[src/rtl/flood_game_ctrl_if.sv]
// Signal bundle between the Flood-It sequencer and the UI decoder, board generator, flood engine
// and display. The controller takes the slave view; the surrounding system takes the master view.
interface flood_game_ctrl_if #(
  parameter int CW = 6
);
  logic          START;
  logic [15:0]   SEED_IN;
  logic [4:0]    SIZE_IN;
  logic [3:0]    COLOR_NUM_IN;
  logic [CW-1:0] MOVE_LIMIT;
  logic          MOVE_VALID;
  logic [2:0]    MOVE_COLOR;
  logic [2:0]    CORNER_COLOR;
  logic          BOARD_READY;
  logic          FLOOD_DONE;
  logic          BOARD_UNIFORM;

  logic          INITIALIZE_BOARD;
  logic [15:0]   SEED;
  logic [4:0]    SIZE;
  logic [3:0]    COLOR_NUM;
  logic          FLOOD_START;
  logic [2:0]    FLOOD_COLOR;
  logic [CW-1:0] MOVE_COUNT;
  logic [2:0]    GAME_STATE;
  logic          WIN;
  logic          LOSE;

  modport slave (
    input  START, SEED_IN, SIZE_IN, COLOR_NUM_IN, MOVE_LIMIT, MOVE_VALID, MOVE_COLOR,
           CORNER_COLOR, BOARD_READY, FLOOD_DONE, BOARD_UNIFORM,
    output INITIALIZE_BOARD, SEED, SIZE, COLOR_NUM, FLOOD_START, FLOOD_COLOR, MOVE_COUNT,
           GAME_STATE, WIN, LOSE
  );

  modport master (
    output START, SEED_IN, SIZE_IN, COLOR_NUM_IN, MOVE_LIMIT, MOVE_VALID, MOVE_COLOR,
           CORNER_COLOR, BOARD_READY, FLOOD_DONE, BOARD_UNIFORM,
    input  INITIALIZE_BOARD, SEED, SIZE, COLOR_NUM, FLOOD_START, FLOOD_COLOR, MOVE_COUNT,
           GAME_STATE, WIN, LOSE
  );
endinterface

[src/rtl/flood_game_ctrl.sv]
// Flood-It game sequencer: latches the game setup, runs the board-generator handshake, issues
// player moves to the flood engine and decides WIN/LOSE. Define RANDOM_SEED_EN to mix a
// free-running counter into the seed.
module flood_game_ctrl #(
  parameter int MAX_SIZE   = 26,
  parameter int MIN_COLORS = 3,
  parameter int CW         = 6
) (
  input  logic             CLOCK,
  input  logic             RESET,
  flood_game_ctrl_if.slave bus
);

  typedef enum logic [2:0] {
    IDLE    = 3'd0,
    DRAIN   = 3'd1,
    GEN_REQ = 3'd2,
    GEN_REL = 3'd3,
    PLAY    = 3'd4,
    FLOOD   = 3'd5,
    WON     = 3'd6,
    LOST    = 3'd7
  } state_t;

  localparam logic [4:0]    SIZE_LO   = 5'd2;
  localparam logic [4:0]    SIZE_HI   = 5'(MAX_SIZE);
  localparam logic [3:0]    COLORS_LO = 4'(MIN_COLORS);
  localparam logic [3:0]    COLORS_HI = 4'd8;
  localparam logic [CW-1:0] COUNT_MAX = '1;

  state_t      state;
  logic [4:0]  size_clamped;
  logic [3:0]  colors_clamped;
  logic [15:0] seed_next;
  logic        start_ok;
  logic        move_ok;

  // NOTE: every signal written in always_comb gets a default first, so no path infers a latch.
  always_comb begin
    size_clamped = bus.SIZE_IN;
    if (bus.SIZE_IN < SIZE_LO)      size_clamped = SIZE_LO;
    else if (bus.SIZE_IN > SIZE_HI) size_clamped = SIZE_HI;

    colors_clamped = bus.COLOR_NUM_IN;
    if (bus.COLOR_NUM_IN < COLORS_LO)      colors_clamped = COLORS_LO;
    else if (bus.COLOR_NUM_IN > COLORS_HI) colors_clamped = COLORS_HI;
  end

`ifdef RANDOM_SEED_EN
  logic [15:0] seed_ctr;
  logic [15:0] seed_mix;

  // Free-running entropy source; it never holds 0 so a zero SEED_IN cannot yield a zero seed.
  always_ff @(posedge CLOCK) begin
    if (RESET)                   seed_ctr <= 16'h0001;
    else if (seed_ctr == 16'hFFFF) seed_ctr <= 16'h0001;
    else                         seed_ctr <= seed_ctr + 16'h0001;
  end

  assign seed_mix  = seed_ctr ^ bus.SEED_IN;
  assign seed_next = (seed_mix == 16'h0000) ? 16'h0001 : seed_mix;
`else
  // A zero seed passes through; the generator substitutes its own default.
  assign seed_next = bus.SEED_IN;
`endif

  // START outranks a same-cycle move because start_ok is tested first below.
  assign start_ok = bus.START && (state inside {IDLE, PLAY, WON, LOST});
  assign move_ok  = (state == PLAY) && bus.MOVE_VALID &&
                    ({1'b0, bus.MOVE_COLOR} < bus.COLOR_NUM) &&
                    (bus.MOVE_COLOR != bus.CORNER_COLOR);

  // NOTE: sequential state uses non-blocking assignments so every flop sees pre-edge values.
  always_ff @(posedge CLOCK) begin
    if (RESET) begin
      state                <= IDLE;
      bus.INITIALIZE_BOARD <= 1'b0;
      bus.SEED             <= 16'h0000;
      bus.SIZE             <= 5'd0;
      bus.COLOR_NUM        <= 4'd0;
      bus.FLOOD_START      <= 1'b0;
      bus.FLOOD_COLOR      <= 3'd0;
      bus.MOVE_COUNT       <= '0;
      bus.WIN              <= 1'b0;
      bus.LOSE             <= 1'b0;
    end else begin
      bus.FLOOD_START <= 1'b0;

      if (start_ok) begin
        bus.SEED       <= seed_next;
        bus.SIZE       <= size_clamped;
        bus.COLOR_NUM  <= colors_clamped;
        bus.MOVE_COUNT <= '0;
        bus.WIN        <= 1'b0;
        bus.LOSE       <= 1'b0;
        // A ready still high from an earlier pass must fall before a fresh request is issued.
        if (bus.BOARD_READY) begin
          state                <= DRAIN;
          bus.INITIALIZE_BOARD <= 1'b0;
        end else begin
          state                <= GEN_REQ;
          bus.INITIALIZE_BOARD <= 1'b1;
        end
      end else begin
        unique case (state)
          DRAIN: begin
            if (!bus.BOARD_READY) begin
              state                <= GEN_REQ;
              bus.INITIALIZE_BOARD <= 1'b1;
            end
          end
          GEN_REQ: begin
            if (bus.BOARD_READY) begin
              state                <= GEN_REL;
              bus.INITIALIZE_BOARD <= 1'b0;
            end
          end
          GEN_REL: begin
            if (!bus.BOARD_READY) state <= PLAY;
          end
          PLAY: begin
            if (move_ok) begin
              bus.FLOOD_START <= 1'b1;
              bus.FLOOD_COLOR <= bus.MOVE_COLOR;
              if (bus.MOVE_COUNT != COUNT_MAX) bus.MOVE_COUNT <= bus.MOVE_COUNT + CW'(1);
              state <= FLOOD;
            end
          end
          FLOOD: begin
            // A uniform board wins even when this was the last allowed move.
            if (bus.FLOOD_DONE) begin
              if (bus.BOARD_UNIFORM) begin
                state   <= WON;
                bus.WIN <= 1'b1;
              end else if ((bus.MOVE_LIMIT != '0) && (bus.MOVE_COUNT >= bus.MOVE_LIMIT)) begin
                state    <= LOST;
                bus.LOSE <= 1'b1;
              end else begin
                state <= PLAY;
              end
            end
          end
          default: ;
        endcase
      end
    end
  end

  assign bus.GAME_STATE = state;

endmodule
[src/flat_wrapper.sv]
// flat-port wrapper written by rule: the top's interface ports become plain ports
module flood_game_ctrl_flat 
#(
  parameter int MAX_SIZE   = 26,
  parameter int MIN_COLORS = 3,
  parameter int CW         = 6
)
  (CLOCK, RESET, bus_START, bus_SEED_IN, bus_SIZE_IN, bus_COLOR_NUM_IN, bus_MOVE_LIMIT, bus_MOVE_VALID, bus_MOVE_COLOR, bus_CORNER_COLOR, bus_BOARD_READY, bus_FLOOD_DONE, bus_BOARD_UNIFORM, bus_INITIALIZE_BOARD, bus_SEED, bus_SIZE, bus_COLOR_NUM, bus_FLOOD_START, bus_FLOOD_COLOR, bus_MOVE_COUNT, bus_GAME_STATE, bus_WIN, bus_LOSE);
  flood_game_ctrl_if #(.CW(CW)) bus_i ();
  input  logic CLOCK;
  input  logic RESET;
  input wire logic [$bits(bus_i.START)-1:0] bus_START;
  input wire logic [$bits(bus_i.SEED_IN)-1:0] bus_SEED_IN;
  input wire logic [$bits(bus_i.SIZE_IN)-1:0] bus_SIZE_IN;
  input wire logic [$bits(bus_i.COLOR_NUM_IN)-1:0] bus_COLOR_NUM_IN;
  input wire logic [$bits(bus_i.MOVE_LIMIT)-1:0] bus_MOVE_LIMIT;
  input wire logic [$bits(bus_i.MOVE_VALID)-1:0] bus_MOVE_VALID;
  input wire logic [$bits(bus_i.MOVE_COLOR)-1:0] bus_MOVE_COLOR;
  input wire logic [$bits(bus_i.CORNER_COLOR)-1:0] bus_CORNER_COLOR;
  input wire logic [$bits(bus_i.BOARD_READY)-1:0] bus_BOARD_READY;
  input wire logic [$bits(bus_i.FLOOD_DONE)-1:0] bus_FLOOD_DONE;
  input wire logic [$bits(bus_i.BOARD_UNIFORM)-1:0] bus_BOARD_UNIFORM;
  output wire logic [$bits(bus_i.INITIALIZE_BOARD)-1:0] bus_INITIALIZE_BOARD;
  output wire logic [$bits(bus_i.SEED)-1:0] bus_SEED;
  output wire logic [$bits(bus_i.SIZE)-1:0] bus_SIZE;
  output wire logic [$bits(bus_i.COLOR_NUM)-1:0] bus_COLOR_NUM;
  output wire logic [$bits(bus_i.FLOOD_START)-1:0] bus_FLOOD_START;
  output wire logic [$bits(bus_i.FLOOD_COLOR)-1:0] bus_FLOOD_COLOR;
  output wire logic [$bits(bus_i.MOVE_COUNT)-1:0] bus_MOVE_COUNT;
  output wire logic [$bits(bus_i.GAME_STATE)-1:0] bus_GAME_STATE;
  output wire logic [$bits(bus_i.WIN)-1:0] bus_WIN;
  output wire logic [$bits(bus_i.LOSE)-1:0] bus_LOSE;
  assign bus_i.START = bus_START;
  assign bus_i.SEED_IN = bus_SEED_IN;
  assign bus_i.SIZE_IN = bus_SIZE_IN;
  assign bus_i.COLOR_NUM_IN = bus_COLOR_NUM_IN;
  assign bus_i.MOVE_LIMIT = bus_MOVE_LIMIT;
  assign bus_i.MOVE_VALID = bus_MOVE_VALID;
  assign bus_i.MOVE_COLOR = bus_MOVE_COLOR;
  assign bus_i.CORNER_COLOR = bus_CORNER_COLOR;
  assign bus_i.BOARD_READY = bus_BOARD_READY;
  assign bus_i.FLOOD_DONE = bus_FLOOD_DONE;
  assign bus_i.BOARD_UNIFORM = bus_BOARD_UNIFORM;
  assign bus_INITIALIZE_BOARD = bus_i.INITIALIZE_BOARD;
  assign bus_SEED = bus_i.SEED;
  assign bus_SIZE = bus_i.SIZE;
  assign bus_COLOR_NUM = bus_i.COLOR_NUM;
  assign bus_FLOOD_START = bus_i.FLOOD_START;
  assign bus_FLOOD_COLOR = bus_i.FLOOD_COLOR;
  assign bus_MOVE_COUNT = bus_i.MOVE_COUNT;
  assign bus_GAME_STATE = bus_i.GAME_STATE;
  assign bus_WIN = bus_i.WIN;
  assign bus_LOSE = bus_i.LOSE;
  flood_game_ctrl #(.MAX_SIZE(MAX_SIZE), .MIN_COLORS(MIN_COLORS), .CW(CW)) u_core (.CLOCK(CLOCK), .RESET(RESET), .bus(bus_i));
endmodule
[config.mk]
export PLATFORM = sky130hd
export DESIGN_NAME = flood_game_ctrl_flat
export DESIGN_NICKNAME = d
export VERILOG_FILES = /design/src/rtl/flood_game_ctrl_if.sv /design/src/rtl/flood_game_ctrl.sv /design/src/flat_wrapper.sv
export SDC_FILE = /design/constraint.sdc
export NUM_CORES = 1
export LEC_CHECK = 0
export ABC_AREA = 1
export CORE_ASPECT_RATIO = 2
export CORE_UTILIZATION = 40
export DETAILED_ROUTE_END_ITERATION = 8
export PLACE_DENSITY = 0.75
export SYNTH_ARGS = -nofsm -noshare
export SYNTH_HDL_FRONTEND = slang
export SYNTH_SLANG_ARGS = --single-unit
[constraint.sdc]
create_clock -name CLOCK -period 4.2 [get_ports CLOCK]
set_clock_uncertainty 0.15 [all_clocks]
set_input_delay 0.63 -clock CLOCK [delete_from_list [all_inputs] [get_ports CLOCK]]
set_output_delay 0.63 -clock CLOCK [all_outputs]
set_load 0.005 [all_outputs]
# --- Word-level counts from Yosys, hierarchy flattened ---
# Cells that the tools add are included.
# Widths: inputs -> output; s select.
word_totals:
  ff_bits: 41
  input_bits: 44
  out_inout_bits: 41
  wordCells: 72
op_classes:
  addsub: 1
  order_cmp: 6
  n_eq_ne: 14
  muxes: 20
  n_bitwise: 3
  reduce_logical: 18
op_table:
  columns: ["cell", "count"]
  rows:
  - ["$mux 3", 7]
  - ["$pmux 3 s5", 1]
  - ["$eq 3x3->1 const B", 4]
  - ["$ne 3x2->1 const B", 4]
  - ["$reduce_and 3->1", 4]
  - ["$reduce_bool 6->1", 2]
  - ["$mux 5", 2]
  - ["$mux 4", 2]
  - ["$add 6x1->6 const B", 1]
  - ["$eq 3x2->1 const B", 2]
  - ["$ge 6x6->1", 1]
  - ["$ne 6x6->1 const B", 1]
  - ["$reduce_and 6->1", 1]
  - ["$gt 5x5->1 const B", 1]
  - ["$logic_and 1x1->1", 5]
  - ["$lt 5x2->1 const B", 1]
  - ["$mux 1", 5]
  - ["$gt 4x4->1 const B", 1]
  - ["$lt 3x4->1", 1]
  - ["$lt 4x2->1 const B", 1]
  - ["$mux 2", 2]
  - ["$reduce_and 4->1", 1]
  - ["$reduce_bool 4->1", 1]
  - ["$eq 3x1->1 const B", 1]
  - ["8 further kinds", 10]

# --- Logic depth before layout (Yosys ltp) ---
depth:
  word_depth: 7
  ltp_mapped: 12
  depth_no_buf: 12

# --- Worst setup path after synthesis ---
# OpenSTA, ideal clock, no wires.
synth_timing:
  kind: "input port to flip-flop"
  start: "input bus_MOVE_COLOR[1]"
  end: "register u_core.bus.FLOOD_COLOR[0]"
  setup_time_ns: 0.113
  arrival_time_ns: 1.524
  t_required_ns: 3.937
  setup_slack_ns: 2.413
  cell_stages: 9
  path_buffers: 0
  path_cell_list: "ha_1 -> nand2_1 -> nand2_1 -> a21oi_2 -> nand2_4 -> nor2_4 -> inv_2 -> nor2_1 -> nor2_1"
synth_via:
  elab_chain_cells: 4
  word_cells_on_any_way: 5
  cone_classes: "order compare: 1; eq/ne: 1; reduce/logical: 3"
synth_lines:
  columns: ["element", "line", "text"]
  rows:
  - ["start, declared", "flat_wrapper.sv:18", "input wire logic [$bits(bus_i.MOVE_COLOR)-1:0] bus_MOVE_COLOR;"]
  - ["$lt 3x4->1", "flood_game_ctrl.sv:70", "({1'b0, bus.MOVE_COLOR} < bus.COLOR_NUM) &&"]
  - ["$logic_and 1x1->1", "flood_game_ctrl.sv:69", "assign move_ok = (state == PLAY) && bus.MOVE_VALID &&"]
  - ["$logic_and 1x1->1 *", "flood_game_ctrl.sv:70", null]
  - ["$reduce_and 3->1 (no line) *", null, null]
  - ["end signal, assigned", "flood_game_ctrl.sv:124", "bus.FLOOD_COLOR <= bus.MOVE_COLOR;"]
  - ["end, declared", "flood_game_ctrl_if.sv:32", "output INITIALIZE_BOARD, SEED, SIZE, COLOR_NUM, FLOOD_START, FLOOD_COLOR, MOVE_COUNT,"]
# Every way passes the cells marked *; elsewhere a longest branch is shown, timed or not.
# A chain may end at the register's enable or synchronous reset.

==> flow_summary.json <==
{
  "status": "complete, no violations",
  "clkSinkCount": 41,
  "totalWireLength_um": 5437,
  "worst_pin_slew_ns": 0.6837,
  "clock_tree.buffer_depth": 2,
  "synth.cell_area_sq_um": 2120,
  "total_of_cells_resized_after_clock_tree_synthesis": 0,
  "antenna_found_initial": 0,
  "hold_start": "u_core.bus.SEED[1]",
  "die_h_um": 104.9,
  "globalRouteTotalUtil": 0.2109,
  "place.port_buffers": 84,
  "worst_hold_path_stage_count": 2,
  "worst-endpoint-arrival_ns": 2.55,
  "final_common_cell": "clkdlybuf4s50_1",
  "synth_area_per_cell_sq_um": 7.089,
  "placementRows": 37,
  "warnings_from_yosys": 0,
  "route.vias.total": 2169,
  "global_route_wire_length_before_repair_um": 8735,
  "syn_nets": 352,
  "dieWidth_um": 53.47,
  "antenna_cells_inserted": 0,
  "final_setup_slack_of_the_worst_path_ns": 1.679,
  "critical_path.n_buffers_inverters": 3,
  "seq_power_share": 0.390,
  "whs_ns": 0.2996,
  "detail_route.iter0.violations": 45,
  "final_layout_size_suffix_gt1_frac": 0.08571,
  "cts_inserted_buffers": 5,
  "final_design_area_no_fill_sq_um": 3063,
  "synth.lib_cells_used.distinct": 34,
  "combPwrFrac": 0.415,
  "layout.nets": 437,
  "critPathLaunch": "RESET",
  "async_reset_ff_frac": 0,
  "first_global_vias": 2058,
  "tritoncts_clock_tree": "done",
  "pre_cts_worst_setup_slack_ns": 1.341,
  "powerDensity_nw_per_um2": 421.7,
  "fp.coreArea_sq_um": 5139,
  "dieArea_sq_um": 5611,
  "required_ns": 4.23,
  "max_cap_violations": 0,
  "synth_enable_flop_cells": 0,
  "ir_drop_v": 0.0003843,
  "hpwlAfterDp_um": 4296,
  "cp_slowest_stage_delay_ns": 0.58,
  "route.antenna.remaining_nets": 0,
  "worst_r2r_path_depth": 6,
  "met3RoutedLength_um": 289,
  "clk_root_buffer_cell": "clkbuf_8",
  "register_clock_pin_slew_on_the_reported_worst_setup_and_hold_paths_ns": 0.08,
  "area.growth.synth_to_final_pct": 44.51,
  "vias_per_cell": 4.896,
  "synth_sequential_area_ratio": 0.3872,
  "ys.flop_type": "dfxtp_1",
  "grt_remaining_overflow": 0,
  "detailed_place.area_sq_um": 2977,
  "internal_power_mw": 0.8111,
  "final.fill_count": 482,
  "holdPathEnd": "u_core.bus.SEED[1]",
  "io_pins": 85,
  "net-switching-power_mw": 0.4805,
  "timing.slew.headroom": 0.5414,
  "critical_path_peak_fanout": 25,
  "power.switching_fraction": 0.3720,
  "cells_along_the_critical_path": "clkdlybuf4s50_1, clkinv_1, nand2_4, inv_2, nand2_1, o21ai_0",
  "routedWlPerCell_um": 12.27,
  "clock_latency_ns": 0.29,
  "worstSetupEndpointType": "register",
  "p_leak_nw": 1.398,
  "routability_cong": 0.8923,
  "min_period_over_period": 0.6003,
  "clock_power_share": 0.196,
  "drt-pass1-iter-count": 7,
  "reg2reg_setup_slack_ns": 2.44,
  "floorplan.initialDensity": 0.4125,
  "grt_start_max_net_pins": 26,
  "cts-htree-levels": 2,
  "slew_violations": 0,
  "min-delay-path-class": "reg2reg",
  "most-common-layout-cells": "clkdlybuf4s50_1, nand2_1, dfxtp_1",
  "setup_viol": 0,
  "top_signal_layer_used": "met4",
  "dr_wl_met2_um": 3076,
  "synth.ff_latch_count": 41,
  "final_hold_viol_count": 0,
  "synth_cells": 299,
  "met1_layer_wirelength_in_the_final_routing_um": 1970,
  "design_power_total_mw": 1.292,
  "worstSetupPathType": "in2reg",
  "max_freq_mhz": 396.7,
  "finalCriticalPeriod_ns": 2.521,
  "setup-tns-final_ns": 0,
  "drcViolationCount": 0,
  "postCtsSetupBuffers": 0,
  "crit_slowest_cell": "clkinv_1",
  "r2r_start": "u_core.bus.GAME_STATE[2]",
  "critPathLaunchType": "primary input",
  "grt_setup_unrepaired": "false",
  "critical_path.top_delay_family": "buffers and inverters",
  "holdBufCountCts": 0,
  "crit_reg_reg_endpoint": "u_core.bus.COLOR_NUM[2]"
}
-- layout make-up --
| cell class | instances | area (sq um) | area share |
|---|---|---|---|
| clock inverters | 3 | 17.52 | 0.005719 |
| well taps | 58 | 72.57 | 0.02369 |
| clock buffers | 5 | 68.82 | 0.02247 |
| repair buffers | 84 | 840.8 | 0.2745 |
| multi-input cells | 209 | 1076 | 0.3513 |
| inverters | 43 | 166.4 | 0.05433 |
| flip-flops and latches | 41 | 820.8 | 0.2680 |
-- metrics by stage --
stage | utilization | cells
3_3_place_gp | 0.5793 | 435
2_1_floorplan | - | 299
4_1_cts | 0.5961 | 443
3_5_place_dp | 0.5793 | 435
5_1_grt | 0.5961 | 443
6_report | 0.5961 | 443
-- how the worst max path moves through the flow --
stage	endpoint	cells past startpoint
3_5_place_dp	u_core.bus.SIZE[4]	6
5_1_grt	u_core.bus.SIZE[4]	6
4_1_cts	u_core.bus.SIZE[4]	6
2_1_floorplan	u_core.bus.FLOOD_COLOR[0]	9
3_3_place_gp	u_core.bus.COLOR_NUM[3]	6
6_report	u_core.bus.SIZE[4]	6
-- tightest hold or removal path, stage by stage, from the launching register on --
cell and delay [ns]:
dfxtp_1 0.32, nand2_1 0.06, nand2_1 0.04
-- power groups by stage --
stage	logic, mW	registers (mW)	clock network [mW]
floorplan	0.325	0.510	0
global placement	0.529	0.511	0
detailed placement	0.537	0.511	0
CTS	0.539	0.503	0.262
global route	0.596	0.512	0.277
finish	0.535	0.503	0.253
-- registers in the layout, indices dropped and copies added, names as in the netlist --
name and flops:
u_core.bus.WIN 1, u_core.bus.FLOOD_START 1, u_core.bus.SEED 16, u_core.bus.SIZE 5, u_core.bus.COLOR_NUM 4, u_core.bus.GAME_STATE 3
u_core.bus.LOSE 1, u_core.bus.FLOOD_COLOR 3, u_core.bus.INITIALIZE_BOARD 1, u_core.bus.MOVE_COUNT 6
-- metal layers --
| metal | GRT usage | up-vias |
|---|---|---|
| li1 | - | 1118 |
| met1 | 0.1949 | 961 |
| met2 | 0.3982 | 80 |
| met3 | 0.04076 | 10 |
| met4 | 0.1053 | 0 |
| met5 | 0 | - |
-- cells in the mapped netlist, types with 3 or more instances --
library cell / number / area share
nand4_1: 3 / 0.0089
xnor2_1: 3 / 0.012
inv_2: 6 / 0.011
a21oi_1: 11 / 0.026
inv_1: 34 / 0.060
nand2_2: 5 / 0.015
nand3_1: 34 / 0.080
nand2_4: 4 / 0.021
o21ai_0: 4 / 0.0094
dfxtp_1: 41 / 0.39
buf_6: 3 / 0.016
nand2_1: 83 / 0.15
ha_1: 9 / 0.053
o21ai_1: 9 / 0.021
nor2_1: 26 / 0.046
-- cell families after synthesis --
family | count (synthesis) | share of synthesized area
compound gates | 34 | 0.09269
xor+xnor | 4 | 0.01653
fa+ha+maj | 9 | 0.05313
buf+inv | 49 | 0.1051
flops | 41 | 0.3873
simple gates | 162 | 0.3453
(Power assumes the default switching activity.)
